[src/rtl/fifo_feed_ctrl.sv]
// Sequences the DIM row delay fifos feeding the systolic array: FILL loads one column word per
// read, DRAIN shifts the fifos out with a per-row skew, then a one-cycle done pulse.
module fifo_feed_ctrl #(
    parameter int unsigned DIM  = 8,
    parameter int unsigned BITS = 8,
    localparam int unsigned AW  = (DIM > 1) ? $clog2(DIM) : 1,
    localparam int unsigned KW  = $clog2(3 * DIM)
) (
    input  logic                clk,
    input  logic                rst_n,
    input  logic                start,
    input  logic                stall,
    output logic                busy,
    output logic                done,
    output logic                mem_rd_req,
    output logic [AW-1:0]       mem_rd_addr,
    input  logic                mem_rd_valid,
    input  logic [DIM*BITS-1:0] mem_rd_data,
    output logic [DIM-1:0]      fifo_en,
    output logic [DIM*BITS-1:0] fifo_d,
    output logic                array_en
);

    typedef enum logic [1:0] {StIdle, StFill, StDrain, StDone} state_e;

    localparam logic [AW-1:0] CLast = AW'(DIM - 1);
    localparam logic [KW-1:0] KLast = KW'(3 * DIM - 3);

    state_e        state_q, state_d;
    logic [AW-1:0] c_q, c_d;
    logic [KW-1:0] k_q, k_d;
    logic          pend_q, pend_d;

    always_ff @(posedge clk or negedge rst_n) begin
        if (!rst_n) begin
            state_q <= StIdle;
            c_q     <= '0;
            k_q     <= '0;
            pend_q  <= 1'b0;
        end else begin
            state_q <= state_d;
            c_q     <= c_d;
            k_q     <= k_d;
            pend_q  <= pend_d;
        end
    end

    always_comb begin
        state_d     = state_q;
        c_d         = c_q;
        k_d         = k_q;
        pend_d      = pend_q;
        busy        = 1'b0;
        done        = 1'b0;
        mem_rd_req  = 1'b0;
        mem_rd_addr = c_q;
        fifo_en     = '0;
        fifo_d      = '0;
        array_en    = 1'b0;

        unique case (state_q)
            StIdle: begin
                if (start) begin
                    state_d = StFill;
                    c_d     = '0;
                    pend_d  = 1'b0;
                end
            end
            StFill: begin
                busy = 1'b1;
                // Valid only counts while a read is outstanding; one read in flight at most.
                if (!pend_q) begin
                    mem_rd_req = 1'b1;
                    pend_d     = 1'b1;
                end else if (mem_rd_valid) begin
                    fifo_en = '1;
                    fifo_d  = mem_rd_data;
                    pend_d  = 1'b0;
                    if (c_q == CLast) begin
                        state_d = StDrain;
                        c_d     = '0;
                        k_d     = '0;
                    end else begin
                        c_d = c_q + 1'b1;
                    end
                end
            end
            StDrain: begin
                busy = 1'b1;
                if (!stall) begin
                    array_en = 1'b1;
                    // Row i shifts during k in [i, i+DIM): the skewed diagonal wavefront.
                    for (int i = 0; i < int'(DIM); i++) begin
                        fifo_en[i] = (int'(k_q) >= i) && (int'(k_q) < i + int'(DIM));
                    end
                    if (k_q == KLast) begin
                        state_d = StDone;
                        k_d     = '0;
                    end else begin
                        k_d = k_q + 1'b1;
                    end
                end
            end
            StDone: begin
                done    = 1'b1;
                state_d = StIdle;
            end
            default: state_d = StIdle;
        endcase
    end

endmodule

[config.mk]
export PLATFORM = sky130hd
export DESIGN_NAME = fifo_feed_ctrl
export DESIGN_NICKNAME = d
export VERILOG_FILES = /design/src/rtl/fifo_feed_ctrl.sv
export SDC_FILE = /design/constraint.sdc
export NUM_CORES = 1
export LEC_CHECK = 0
export CORE_UTILIZATION = 30
export CTS_CLUSTER_DIAMETER = 60
export DETAILED_ROUTE_END_ITERATION = 16
export PLACE_DENSITY = 0.92
export SETUP_SLACK_MARGIN = 0.4
export SKIP_LAST_GASP = 1
export SLEW_MARGIN = 20
export SYNTH_ARGS = -nofsm -noshare
export SYNTH_HDL_FRONTEND = slang
export SYNTH_SLANG_ARGS = --single-unit
[constraint.sdc]
create_clock -name clk -period 2.12 [get_ports clk]
set_input_delay 0.212 -clock clk [delete_from_list [all_inputs] [get_ports clk]]
set_output_delay 0.212 -clock clk [all_outputs]
set_load 0.02 [all_outputs]
==> results.sh <==
export IMPL_outcome="completed"
export IMPL_synth_async_reset_ratio=1.00
export IMPL_worstPathArrival_ns=1.76
export IMPL_comb_power_share=0.791
export IMPL_ir_drop_uv=579
export IMPL_dieHeight_um=72.4
export IMPL_rr_worst_depth=8
export IMPL_clockRootBuffer="clkbuf_8"
export IMPL_yosysUniqueCellTypes=45
export IMPL_final_cell_area_mm2=0.00326
export IMPL_synth_cells=188
export IMPL_n_antenna_cell=0
export IMPL_final_common_cell="clkdlybuf4s50_1"
export IMPL_path_class="reg -> out"
export IMPL_min_period_ns=1.97
export IMPL_regToRegEndpoint="k_q[1]$_DFFE_PN0P_"
export IMPL_syn_to_final_growth_pct=120
export IMPL_drive_above_1_share=0.432
export IMPL_start_util=0.312
export IMPL_vias=2039
export IMPL_syn_area_mm2=0.00149
export IMPL_rows=25
export IMPL_regToRegStartpoint="state_q[1]$_DFFE_PN0P_"
export IMPL_cts_buffers=3
export IMPL_synth_nets=265
export IMPL_fmax_mhz=506
export IMPL_grt_pass1_vias=1912
export IMPL_io_pins=148
export IMPL_clock_skew_final_ns=0.000827
export IMPL_p_sw_frac=0.439
export IMPL_fp_dieW_um=72.4
export IMPL_coreArea_mm2=0.00475
export IMPL_yosysSeqAreaShare=0.185
export IMPL_grt_max_degree=30
export IMPL_p_sw_mw=1.22
export IMPL_slew_headroom=0.640
export IMPL_drt_total_wl_um=6530
export IMPL_cp_data_required_time_ns=1.91
export IMPL_grt_antenna_before_repair=0
export IMPL_final_antenna_net_count=0
export IMPL_r2r_setup_slack_ns=0.30
export IMPL_hold_buffers=0
export IMPL_fin_crit_sh=0.931
export IMPL_die_area_mm2=0.00524
export IMPL_port_buffers=147
export IMPL_htree_levels=1
export IMPL_drt_wirelength_per_cell_um=15.3
export IMPL_vias_per_cell=4.79
export IMPL_intPower_mw=1.56
export IMPL_route_detailed_drc=0
export IMPL_cts_buffer_depth=2
export IMPL_final_cell_mix="clkdlybuf4s50_1, and2_1, buf_2"
export IMPL_ys_flop_type="dfrtp_1"
export IMPL_hold_viol=0
export IMPL_cts_sinks=11
export IMPL_maxCapViolCount=0
export IMPL_start_kind="flop"
export IMPL_hpwlAfterDp_um=4370
export IMPL_place_congestion=0.820
export IMPL_clkTransAtPathRegs_ns=0.05
export IMPL_synth_edf_count=0
export IMPL_pwr_share_seq=0.132
export IMPL_slew_viol_final=0
export IMPL_clock_power_share=0.076
export IMPL_worstPathMaxFanout=7
export IMPL_power_density_mw_per_mm2=854
export IMPL_grt_setup_unrepaired="yes"
export IMPL_nets=437
export IMPL_drtIter0Drc=92
export IMPL_worstHoldPathType="in -> async"
export IMPL_worst_pin_slew_ns=0.539
export IMPL_dr_pass1_iters=4
export IMPL_setup_viol=0
export IMPL_cts_tree="built"
export IMPL_p_leak_nw=1.59
export IMPL_grt_total_usage=0.216
export IMPL_synth_warnings=0
export IMPL_syn_mean_instance_area_um2=7.90
export IMPL_endpoint="fifo_en[7]"
export IMPL_grt_overflow=0
export IMPL_dpl_cell_area_mm2=0.00307
export IMPL_crit_path_start="k_q[0]$_DFFE_PN0P_"
export IMPL_clk_latency_ns=0.24
export IMPL_final_setup_tns_ns=0
export IMPL_yosys_register_bits=11
export IMPL_grt_pass1_wl_um=9050
export IMPL_worstSetupEndpointType="primary output"
worst min path at each step:
stage                                           from                         end  cells after the start
after floorplan                                rst_n          k_q[0]$_DFFE_PN0P_                      0
after global routing                           rst_n      state_q[0]$_DFFE_PN0P_                      1
after detailed placement  mem_rd_addr[1]$_DFFE_PN0P_  mem_rd_addr[1]$_DFFE_PN0P_                      1
final                                          rst_n      state_q[1]$_DFFE_PN0P_                      1
after CTS                                      rst_n      state_q[0]$_DFFE_PN0P_                      1
after global placement    mem_rd_addr[1]$_DFFE_PN0P_  mem_rd_addr[1]$_DFFE_PN0P_                      1
cell families (layout without fill, tap and decap cells):
family                   count (synthesis)  after routing  share of synthesized area
AO/OA/AOI/OAI                           31             31                      0.143
XOR/XNOR                                 3              3                     0.0177
adder cells (fa/ha/maj)                  8              8                     0.0674
buffers and inverters                   22            193                     0.0910
flip-flops                              11             11                      0.185
multiplexers                             8              8                     0.0623
AND/OR/NAND/NOR                        105            105                      0.433
worst max-delay path, cell delays in order (launching register included):
cell     delay [ns]
dfrtp_1        0.44
ha_1           0.32
o21ai_0        0.28
a21oi_1        0.14
o21a_1         0.21
buf_6          0.13
final cells by class:
type                            instances  area, um^2
Inverter                                7        26.3
Clock buffer                            4        45.0
Tap cell                               67        83.8
Sequential cell                        11         279
Multi-Input combinational cell        155        1200
Fill cell                             393        1490
Timing Repair Buffer                  182        1630
timing repair:
action	in CTS	in global routing
setup buffers	10	5
pin swaps	2	6
cloned	2	2
gates resized for setup	337	49
endpoints found under the setup margin	80	84
cell usage after synthesis, types with 2 or more instances:
| cell | instances | area (um^2) |
|---|---|---|
| buf_6 | 5 | 56.3 |
| nand2b_1 | 2 | 12.5 |
| nor2_1 | 7 | 26.3 |
| mux2_1 | 4 | 45.0 |
| mux2_2 | 2 | 22.5 |
| a21oi_1 | 8 | 40.0 |
| nor3_1 | 2 | 10.0 |
| inv_1 | 6 | 22.5 |
| xnor2_1 | 2 | 17.5 |
| a21o_1 | 2 | 15.0 |
| nand4_1 | 3 | 18.8 |
| dfrtp_1 | 11 | 275 |
| and2_1 | 64 | 400 |
| ha_1 | 8 | 100 |
| nand2_1 | 11 | 41.3 |
| clkbuf_2 | 2 | 10.0 |
| o211ai_1 | 2 | 15.0 |
| o21a_1 | 4 | 30.0 |
| a31oi_1 | 2 | 12.5 |
| o21ai_0 | 4 | 20.0 |
| buf_2 | 2 | 10.0 |
| nor2b_1 | 6 | 37.5 |
| clkbuf_1 | 5 | 18.8 |
| o21ai_1 | 3 | 15.0 |
metrics by stage:
step	std cells	setup WS (ns)	utilization	power [mW]	hold WS, ns
after floorplan	188	0.403	-	1.45	-0.0836
after global placement	403	-0.0564	0.646	2.12	0.525
after detailed placement	403	-0.104	0.646	2.17	0.534
after CTS	419	0.161	0.658	2.58	0.333
after global routing	426	0.0844	0.686	2.96	0.356
final	426	0.146	0.686	2.79	0.329
registers in the layout, summed over array words and instances, names as in the netlist:
| name | flops |
|---|---|
| k_q | 5 |
| mem_rd_addr | 3 |
| state_q | 2 |
| pend_q | 1 |
metal layers:
metal	global-route usage	wire, um
met4	0.0349	76
met5	0	0
met1	0.240	2440
met2	0.422	3630
met3	0.0486	383
power groups by stage:
stage                     sequential, mW  combinational [mW]  clock [mW]
final                              0.369                2.21       0.213
after floorplan                    0.373                1.08           0
after detailed placement           0.360                1.81           0
after global routing               0.386                2.34       0.229
after global placement             0.355                1.77           0
after CTS                          0.361                2.00       0.215
Power figures use the tool's default switching activity.
